$ cat src/rtl/cordic_result_collector.sv
// cordic_result_collector: tracks CORDIC issues, compensates 1/K gain when CORDIC_GAIN_COMP_EN is defined, buffers results.
// Latency: issue to FIFO write is LATENCY+1 with gain compensation, LATENCY without; out_valid follows one cycle later.
// Backpressure: in_ready grants an issue only while FIFO entries plus in-flight issues stay below FIFO_DEPTH.
module cordic_result_collector #(
    parameter int XY_SZ      = 16,
    parameter int LATENCY    = 16,
    parameter int FIFO_DEPTH = 4,
    parameter int GAIN       = 19898,
    parameter int OUT_W      = 16
) (
    input  logic                    clock,
    input  logic                    reset,
    input  logic                    in_valid,
    output logic                    in_ready,
    input  logic signed [XY_SZ:0]   x_in,
    input  logic signed [XY_SZ:0]   y_in,
    output logic                    out_valid,
    input  logic                    out_ready,
    output logic signed [OUT_W-1:0] out_x,
    output logic signed [OUT_W-1:0] out_y,
    output logic                    out_sat,
    output logic                    overflow
);

`ifdef CORDIC_GAIN_COMP_EN
    localparam int PIPE_W = LATENCY + 1;
`else
    localparam int PIPE_W = LATENCY;
`endif
    localparam int WR_TAP = PIPE_W - 1;
    localparam int P_W    = XY_SZ + 1 + 16;
    localparam int AW     = $clog2(FIFO_DEPTH);
    localparam int CW     = $clog2(PIPE_W + FIFO_DEPTH + 1);
    localparam logic signed [P_W-1:0] SAT_MAX = P_W'(2**(OUT_W-1) - 1);
    localparam logic signed [P_W-1:0] SAT_MIN = ~SAT_MAX;

    typedef struct packed {
        logic                    sat;
        logic signed [OUT_W-1:0] x;
        logic signed [OUT_W-1:0] y;
    } res_t;

    // Returns {clipped, value} with value clamped to the signed OUT_W range.
    function automatic logic [OUT_W:0] sat_f(input logic signed [P_W-1:0] v);
        logic [OUT_W:0] r;
        if (v > SAT_MAX)
            r = {1'b1, SAT_MAX[OUT_W-1:0]};
        else if (v < SAT_MIN)
            r = {1'b1, SAT_MIN[OUT_W-1:0]};
        else
            r = {1'b0, v[OUT_W-1:0]};
        return r;
    endfunction

    function automatic logic signed [P_W-1:0] sext(input logic signed [XY_SZ:0] v);
        return {{(P_W-XY_SZ-1){v[XY_SZ]}}, v};
    endfunction

    logic [PIPE_W-1:0] vpipe_q, vpipe_d;
    logic [AW-1:0]     wr_ptr_q, wr_ptr_d, rd_ptr_q, rd_ptr_d;
    logic [AW:0]       count_q, count_d;
    logic              ovf_q, ovf_d;
    res_t              mem_q [FIFO_DEPTH];
    res_t              mem_d [FIFO_DEPTH];
    res_t              wr_dat;
    logic [CW-1:0]     in_flight;
    logic              accept, wr_en, rd_en, full;
    logic [OUT_W:0]    sx, sy;

    // Credits come from registered state only, so a read frees a slot one cycle later.
    always_comb begin
        in_flight = '0;
        for (int i = 0; i < PIPE_W; i++)
            in_flight = in_flight + CW'(vpipe_q[i]);
        in_ready = (CW'(count_q) + in_flight) < CW'(FIFO_DEPTH);
        accept   = in_valid & in_ready;
        vpipe_d  = {vpipe_q[PIPE_W-2:0], accept};
    end

`ifdef CORDIC_GAIN_COMP_EN
    localparam logic signed [P_W-1:0] GAIN_S = P_W'(GAIN);
    localparam logic signed [P_W-1:0] RND    = P_W'(2**14);

    logic signed [P_W-1:0] px, py, rx, ry;
    res_t                  res_q, res_d;

    always_comb begin
        px = sext(x_in) * GAIN_S;
        py = sext(y_in) * GAIN_S;
        rx = (px + RND) >>> 15;
        ry = (py + RND) >>> 15;
        sx = sat_f(rx);
        sy = sat_f(ry);
        res_d = res_q;
        if (vpipe_q[LATENCY-1]) begin
            res_d.sat = sx[OUT_W] | sy[OUT_W];
            res_d.x   = sx[OUT_W-1:0];
            res_d.y   = sy[OUT_W-1:0];
        end
    end

    always_ff @(posedge clock) begin
        if (reset)
            res_q <= '0;
        else
            res_q <= res_d;
    end

    assign wr_dat = res_q;
`else
    always_comb begin
        sx         = sat_f(sext(x_in));
        sy         = sat_f(sext(y_in));
        wr_dat.sat = sx[OUT_W] | sy[OUT_W];
        wr_dat.x   = sx[OUT_W-1:0];
        wr_dat.y   = sy[OUT_W-1:0];
    end
`endif

    always_comb begin
        wr_en    = vpipe_q[WR_TAP];
        rd_en    = out_valid & out_ready;
        full     = (count_q == (AW+1)'(FIFO_DEPTH));
        mem_d    = mem_q;
        wr_ptr_d = wr_ptr_q;
        rd_ptr_d = rd_ptr_q;
        count_d  = count_q;
        ovf_d    = ovf_q | (wr_en & full);
        // A write into a full FIFO still lands if the head leaves on the same edge.
        if (wr_en && (!full || rd_en)) begin
            mem_d[wr_ptr_q] = wr_dat;
            wr_ptr_d        = wr_ptr_q + AW'(1);
            count_d         = count_q + (AW+1)'(1);
        end
        if (rd_en) begin
            rd_ptr_d = rd_ptr_q + AW'(1);
            count_d  = count_d - (AW+1)'(1);
        end
    end

    always_ff @(posedge clock) begin
        if (reset) begin
            vpipe_q  <= '0;
            wr_ptr_q <= '0;
            rd_ptr_q <= '0;
            count_q  <= '0;
            ovf_q    <= 1'b0;
            for (int i = 0; i < FIFO_DEPTH; i++)
                mem_q[i] <= '0;
        end else begin
            vpipe_q  <= vpipe_d;
            wr_ptr_q <= wr_ptr_d;
            rd_ptr_q <= rd_ptr_d;
            count_q  <= count_d;
            ovf_q    <= ovf_d;
            mem_q    <= mem_d;
        end
    end

    assign out_valid = (count_q != '0);
    assign out_x     = mem_q[rd_ptr_q].x;
    assign out_y     = mem_q[rd_ptr_q].y;
    assign out_sat   = mem_q[rd_ptr_q].sat;
    assign overflow  = ovf_q;

endmodule

$ cat config.mk
export PLATFORM = sky130hd
export DESIGN_NAME = cordic_result_collector
export DESIGN_NICKNAME = d
export VERILOG_FILES = /design/src/rtl/cordic_result_collector.sv
export SDC_FILE = /design/constraint.sdc
export NUM_CORES = 1
export LEC_CHECK = 0
export ABC_CLOCK_PERIOD_IN_PS = 6880
export CORE_ASPECT_RATIO = 2
export CORE_MARGIN = 2
export CORE_UTILIZATION = 28
export DETAILED_ROUTE_END_ITERATION = 12
export PLACE_DENSITY = 0.41
export SLEW_MARGIN = 20
export SYNTH_ARGS = -nofsm -noshare
export SYNTH_HDL_FRONTEND = slang
export SYNTH_SLANG_ARGS = --single-unit
$ cat constraint.sdc
create_clock -name clock -period 6.88 [get_ports clock]
set_input_delay 1.376 -clock clock [delete_from_list [all_inputs] [get_ports clock]]
set_output_delay 1.376 -clock clock [all_outputs]
set_load 0.02 [all_outputs]
Word level (Yosys, flattened, before mapping)
Cells that the tools add are included.

Output and inout port bits: 36. Memory bits (writable): 0. Bits in latches: 0. Flip-flop bits (word level): 156. Memories: 0. ROM bits: 0.

Shift-type cells: 0. Bitwise operators: 7. Add/sub/neg operators: 20. Muxes and demuxes: 12. Reduce and logical (&&, ||, !) cells: 5. Order comparisons: 8. Div/mod/pow operators: 0. Equal/unequal tests: 1. $mul: 0.

Operator list (number): $bwmux 132 (1); $mux 33 (3); $mux 17 (4); $bmux 33 s2 (1); $demux 33 s2 (1); $add 5x1->5 (11); $gt 17x16->1 const B (2); $lt 17x16->1 const B (2); $ge 3x3->1 const B (2); $mux 3 (2); $not 2->3 (2); $add 3x5->5 (1); $add 4x1->5 (1); $lt 5x3->1 const B (1); $add 2x1->2 const B (2); $add 3x1->4 (1); $add 2x1->3 (1); $add 3x1->3 const B (1); $and 1x1->1 (3); $eq 3x3->1 const B (1); $lt 3x1->1 const B (1); $reduce_bool 3->1 (1); $sub 3x1->3 const B (1); $add 1x1->2 (1); other kinds (4) (6).

Logic depth before layout (Yosys ltp)
Gate-level depths: netlist (run 1).

Depth after elaboration: 18. Gate-level depth with buffers: 12.

Worst setup path before layout (run 1)
OpenSTA, ideal clock, no wires.

Path kind: reg2out. From: reg vpipe_q[0]. To: out in_ready. Stages on the path, launching flop included: 10. Slack: 2.100 ns. Data arrival time: 3.404 ns. Required time: 5.504 ns. Path buffers: 0. Cell sequence: dfxtp_1 -> fa_1 -> inv_1 -> fa_1 -> fa_1 -> fa_1 -> inv_1 -> ha_1 -> or4_1 -> a211oi_1.

Cells in the longest elaborated chain, start to end: 17.

RTL lines: start: declaration (line 59) `logic [PIPE_W-1:0] vpipe_q, vpipe_d;`; start signal: assignment (line 151) `vpipe_q <= vpipe_d;`; $add 1x1->2 (line 74) `in_flight = in_flight + CW'(vpipe_q[i]);`; $add 2x1->3 (line 74); $add 3x1->4 (line 74); $add 4x1->5 (line 74); $add 5x1->5 (11 in a row) (line 74); $add 3x5->5 (line 75) `in_ready = (CW'(count_q) + in_flight) < CW'(FIFO_DEPTH);`; $lt 5x3->1 (line 75); end: declaration (line 14) `output logic in_ready,`.

No other way between the ends.

Worst setup path after layout (run 1)
From: reg vpipe_q[15]. To: out in_ready.

Cells in the longest elaborated chain, start to end: 3.

RTL lines (line): $add 5x1->5 (74); $add 3x5->5 (75); $lt 5x3->1 (75).

No other way between the ends.

==> results.cfg, run 1 <==
[sta]
fin_crit_sh_pct = 84.6
grt_setup_unrepaired = false
setup_viol = 0
measured_slew_at_the_worst_slew_check_pin_ns = 1.11
fin_crit_ns = 5.82
final-max-slew-violation-count = 0
maxClockFrequency_mhz = 172
timing.clock.skew_ns = 0.00553
timing.slew.headroom_pct = 26.0
report.final.hold_viol_count = 0
setup-tns-final_ns = 0

[floorplan]
area_of_the_core_mm2 = 0.0242
initial_core_util_pct = 28.3
floorplan.die.width_um = 115
boundaryPins = 74
die_height_um = 225
floorplan.die_area_mm2 = 0.0258
rows = 81

[cts]
cts.htree.levels = 4
post-cts-setup-buffers = 0
clk_root_buf = sky130_fd_sc_hd__clkbuf_16
worst_setup_hold_path_clk_slew_ns = 0.06
ctsHoldBuffers = 0
worst_skew_pair.late_latency_ns = 0.43
tritoncts = yes
postCtsResizedCells = 0
maximum_clock_insertion_buffer_count = 2
cts_inserted_buffers = 17
tritoncts_num_sinks = 156

[logic_synthesis]
synth.area.top_cells = sky130_fd_sc_hd__dfxtp_1 46%, sky130_fd_sc_hd__a211oi_1 13%, sky130_fd_sc_hd__mux4_2 11%
synth_sequential_area_ratio_pct = 45.6
synthesis.nets = 734
yosysTopAreaCell = sky130_fd_sc_hd__dfxtp_1
synth_async_sr_flop_share_pct = 0
postSynthAreaPerCell_um2 = 10.2
synth_enable_flop_cells = 0
synthTopCellsByCount = 156 x sky130_fd_sc_hd__dfxtp_1, 134 x sky130_fd_sc_hd__nor2_1, 114 x sky130_fd_sc_hd__a211oi_1, 33 x sky130_fd_sc_hd__mux4_2, 31 x sky130_fd_sc_hd__a21oi_1
synth.top_cell.area_share_pct = 45.6
synthDistinctLibCells = 37
synthFlopType = sky130_fd_sc_hd__dfxtp_1
syn-cell-area_mm2 = 0.00684
yosys_warns = 0
synth-seq-cells = 156
synth_cells = 672
yosysMostFrequentCell = sky130_fd_sc_hd__dfxtp_1

[detailed_routing]
initialDrtViolationCount = 206
postRouteAntennaNets = 0
drc = 0
detail_route.wl_per_cell_um = 16.6
first_pass_iters = 4
detailroute.via_count = 4913
drt-total-wl_mm = 16.8
detail_route.vias_per_cell = 4.86

[finish]
drive_gt1_share_pct = 13.6
antenna_cells_inserted = 0
post-route-util_pct = 34.4
area_delta_synth_final_pct = 21.6
layout.nets = 770

[power_and_ir_drop]
share_comb_of_total_power_pct = 13.5
power.sequential.fraction_pct = 40.6
power.internal_mw = 1.77
power.net_switching_uw = 597
worst_ir_drop_vdd_uv = 173
switching_share_pct = 25.2
static-leakage-power_nw = 2.74
power-per-cell-area_mw_per_mm2 = 285
pwr-share-clk_pct = 45.9

[place]
dp_hpwl_mm = 10.3
portBuffers = 73
place.gp.congestion = 0.699

[critical_path]
path_class = reg2out
worst-endpoint-arrival_ns = 4.45
worstSetupEndpointType = output port
worst-path-max-fanout = 15
critPathRequiredTime_ns = 5.50
timing.critical_path.from_type = flip-flop

[global_routing]
number_of_antenna_violations_at_the_first_check_in_global_routing = 0
first_pass_grt_wire_length_mm = 26.8
maximum_number_of_pins_on_one_net_before_global_route_repair = 82
grt_use_total_pct = 13.7
globalRoute.totalOverflow = 0
grt_pass1_vias = 4814

[min_path]
holdCritPathClass = reg2reg

[run]
max-cap-violations = 0

[outcome]
outcome = complete, no violations
==> path summary, 6_finish.rpt <==
kind / startpoint / endpoint / slack, ns / cells after the start
max reg2reg: vpipe_q[15] / vpipe_q[0] / 3.26 / 10
min: mem_q[31] / mem_q[31] / 0.46 / 2
min reg2reg: mem_q[31] / mem_q[31] / 0.46 / 2
max: vpipe_q[15] / in_ready / 1.06 / 10
==> final cells by class <==
class	count	area [um2]
tap	290	363
inverter	29	109
clock inverter	11	214
multi-input combinational	424	3260
clock buffer	20	467
fill	2487	15900
timing repair buffer	80	781
sequential	156	3130
==> through the flow <==
step / hold slack (ns) / worst slack [ns] / instance area (um2) / cells / total power, mW
after CTS: 0.460 / 0.977 / 8320 / 1010 / 2.41
after floorplan: 0.433 / 2.10 / 6840 / 672 / 1.21
after global routing: 0.482 / 0.825 / 8320 / 1010 / 2.48
final: 0.459 / 1.06 / 8320 / 1010 / 2.37
after detailed placement: 0.444 / 1.45 / 7630 / 979 / 1.31
after global placement: 0.445 / 1.49 / 7630 / 979 / 1.31
==> kinds of logic after synthesis <==
family	count (synthesis)	synth area share (%)
multiplexers	35	11.2
XOR/XNOR	5	0.640
flip-flops	156	45.6
AO/OA/AOI/OAI	173	18.5
buffers and inverters	92	6.89
adder cells (fa/ha/maj)	24	5.48
AND/OR/NAND/NOR	187	11.7
==> worst max-delay path, cell delays in order, from the launching register on <==
cell	delay, ns
sky130_fd_sc_hd__dfxtp_1	0.60
sky130_fd_sc_hd__fa_1	0.50
sky130_fd_sc_hd__inv_1	0.08
sky130_fd_sc_hd__fa_1	0.42
sky130_fd_sc_hd__fa_1	0.40
sky130_fd_sc_hd__fa_1	0.41
sky130_fd_sc_hd__inv_1	0.06
sky130_fd_sc_hd__ha_1	0.21
sky130_fd_sc_hd__or4_1	0.40
sky130_fd_sc_hd__a211oi_1	0.29
sky130_fd_sc_hd__clkdlybuf4s50_1	0.66
==> layout by cell type (no fill, tap or decap), drive strengths merged, types with 10 or more instances in the layout <==
cell type,Yosys,final
clkdlybuf4s50,0,72
ha,14,14
dfxtp,156,156
nor2,134,134
clkbuf,23,20
mux4,33,33
inv,29,29
a211oi,121,121
a21oi,41,41
nand2,20,20
fa,10,10
==> power groups by stage <==
stage | sequential, mW | clock (mW) | combinational, mW
finish | 0.963 | 1.09 | 0.319
global route | 0.969 | 1.15 | 0.358
CTS | 0.966 | 1.12 | 0.327
detailed placement | 0.986 | 0 | 0.326
global placement | 0.986 | 0 | 0.322
floorplan | 0.941 | 0 | 0.265
==> state kept, by name, summed over array words and instances (netlist names) <==
| name | count |
|---|---|
| vpipe_q | 16 |
| count_q | 3 |
| mem_q | 132 |
| wr_ptr_q | 2 |
| rd_ptr_q | 2 |
| overflow | 1 |
==> metal layers <==
metal / GRT usage, % / wire, um / vias up
li1: - / - / 2469
met5: 0 / 0 / -
met4: 6.06 / 356 / 0
met3: 3.31 / 798 / 23
met1: 18.4 / 7900 / 2297
met2: 20.7 / 7720 / 124
(Power assumes the default switching activity.)
==> run 2, diff against run 1 <==
Settings changed: ABC_CLOCK_PERIOD_IN_PS 6880 to 5450.
Clock period 6.88 ns to 5.45 ns, I/O delays scaled along.
==> run 2 against run 1 <==
Net effect:
- clock skew barely moved
- worst setup slack lost 0.55 ns
- clock-buffer cell count grew 2
- hold slack got worse by 0.0035 ns
- register-to-register slack got worse by 1.2 ns
- total power rose by 18%
- cell count up 0.30%
- largest cell class unchanged
- critical path depth unchanged
- sequential power up 27%
- sequential share of layout area grew 0.37 points
- wire length increased by 1.5%
- die area unchanged
==> results.cfg, run 2 (synthesis results as in run 1) <==
[outcome]
outcome = complete, no violations

[place]
placed_cell_area_mm2 = 0.00766
portBuffers = 73
place_worst_setup_slack_ns = 0.509
dp_hpwl_mm = 10.4
place.gp.congestion = 0.685
post-place-cells = 981

[finish]
post-route-util_pct = 34.0
seqCellArea_mm2 = 0.00313
layout.nets = 772
most_frequent_cells_in_the_layout = 154 x sky130_fd_sc_hd__dfxtp_1, 134 x sky130_fd_sc_hd__nor2_1, 114 x sky130_fd_sc_hd__a211oi_1
area_occupied_by_multi_input_gates_mm2 = 0.00326
biggestRegsByFlops = mem_q: 132 flops, vpipe_q: 16 flops, count_q: 3 flops
largest_reg_flops = 132
post_route_design_area_mm2 = 0.00824
registers.top_by_ff_count = mem_q
area_delta_synth_final_pct = 20.4
antenna_cells_inserted = 0
drive_gt1_share_pct = 13.7
mostFrequentLayoutCell = sky130_fd_sc_hd__dfxtp_1
finalNonFillerCells = 1013
nFillCells = 2481

[cts]
cts.htree.levels = 4
worst_skew_pair.late_latency_ns = 0.43
tritoncts_num_sinks = 156
cts_inserted_buffers = 17
post-cts-setup-buffers = 0
worst_setup_hold_path_clk_slew_ns = 0.06
maximum_clock_insertion_buffer_count = 2
ctsHoldBuffers = 0
tritoncts = yes
clk_root_buf = sky130_fd_sc_hd__clkbuf_16

[global_routing]
globalRoute.totalOverflow = 0
grt_pass1_vias = 4907
maximum_number_of_pins_on_one_net_before_global_route_repair = 96
grt_use_total_pct = 13.8
number_of_antenna_violations_at_the_first_check_in_global_routing = 0
first_pass_grt_wire_length_mm = 27.1

[sta]
fin_crit_ns = 4.94
worst_slack_on_hold_paths_ns = 0.456
timing.clock.skew_ns = 0.00598
fin_crit_sh_pct = 90.6
measured_slew_at_the_worst_slew_check_pin_ns = 1.09
final-max-slew-violation-count = 0
grt_setup_unrepaired = false
setup_viol = 0
timing.slew.headroom_pct = 27.3
setup-tns-final_ns = 0
layout_setup_ws_ns = 0.511
maxClockFrequency_mhz = 202
report.final.hold_viol_count = 0

[detailed_routing]
drc = 0
initialDrtViolationCount = 147
postRouteAntennaNets = 0
detailroute.via_count = 4929
detail_route.wl_per_cell_um = 16.8
drt-total-wl_mm = 17.0
first_pass_iters = 4
detail_route.vias_per_cell = 4.87

[critical_path]
worst-endpoint-arrival_ns = 3.85
timing.critical_path.from_type = flip-flop
worst-path-max-fanout = 2
path_class = reg2out
worstSetupEndpointType = output port
number_of_cell_instances_on_the_worst_register_to_register_path = 10
critPathRequiredTime_ns = 4.36

[min_path]
holdCritPathClass = reg2reg
hold-path-cell-count = 2

[power_and_ir_drop]
power.net_switching_uw = 755
static-leakage-power_nw = 2.70
power.sequential.fraction_pct = 43.5
power.internal_mw = 2.04
switching_share_pct = 27.0
pwr-share-clk_pct = 42.2
worst_ir_drop_vdd_uv = 229
power-per-cell-area_mw_per_mm2 = 339
share_comb_of_total_power_pct = 14.2
power_mw = 2.80

[floorplan]
floorplan.die.width_um = 115
die_height_um = 225
floorplan.die_area_mm2 = 0.0258
area_of_the_core_mm2 = 0.0242
initial_core_util_pct = 28.3
rows = 81
boundaryPins = 74

[run]
max-cap-violations = 0
-- run 2: cell count changes in the layout (fill, tap and decap cells not counted), moves of 2 or more --
cell	change
sky130_fd_sc_hd__clkinv_4	+2
sky130_fd_sc_hd__buf_4	+2
sky130_fd_sc_hd__clkbuf_1	+3
sky130_fd_sc_hd__bufinv_16	-4
-- run 2: final timing paths --
path,to,slack (ns),start
setup / recovery,in_ready,0.51,vpipe_q[5]
hold / removal,mem_q[64],0.46,mem_q[64]
setup reg to reg,vpipe_q[0],2.02,vpipe_q[5]
hold reg to reg,mem_q[64],0.46,mem_q[64]
-- run 2: routing by layer --
layer	up-vias	global-route usage [%]	share of wire, %
met5	-	0	0
met2	95	22.1	47
met3	13	3.39	3.8
met1	2333	18.1	48
li1	2488	-	-
met4	0	4.84	1.5
-- run 2: repair_timing --
action,in CTS,in global routing
endpoints found under the setup margin,0,1
hold endpoints to repair,0,0
resized for setup,0,1
-- run 2: layout make-up --
cell class	instances	area share [%]
tap	290	4.40
clock buffer	22	5.63
multi-input combinational	424	39.6
timing repair buffer	82	9.69
inverter	29	1.32
sequential	156	37.9
clock inverter	10	1.41
-- run 2: power by group through the flow --
stage	registers [mW]	logic (mW)	clock network (mW)
3_3_place_gp	1.25	0.409	0
2_1_floorplan	1.19	0.335	0
5_1_grt	1.23	0.447	1.27
3_5_place_dp	1.25	0.409	0
6_report	1.22	0.398	1.18
4_1_cts	1.22	0.410	1.22
-- run 2: worst max-delay path: stages, from the launching register on --
cell and delay (ns):
sky130_fd_sc_hd__dfxtp_1 0.30, sky130_fd_sc_hd__inv_1 0.06, sky130_fd_sc_hd__fa_1 0.58, sky130_fd_sc_hd__fa_1 0.45, sky130_fd_sc_hd__fa_1 0.43, sky130_fd_sc_hd__fa_1 0.39, sky130_fd_sc_hd__inv_1 0.06, sky130_fd_sc_hd__ha_1 0.21
sky130_fd_sc_hd__or4_1 0.40, sky130_fd_sc_hd__a211oi_1 0.28, sky130_fd_sc_hd__dlymetal6s2s_1 0.27
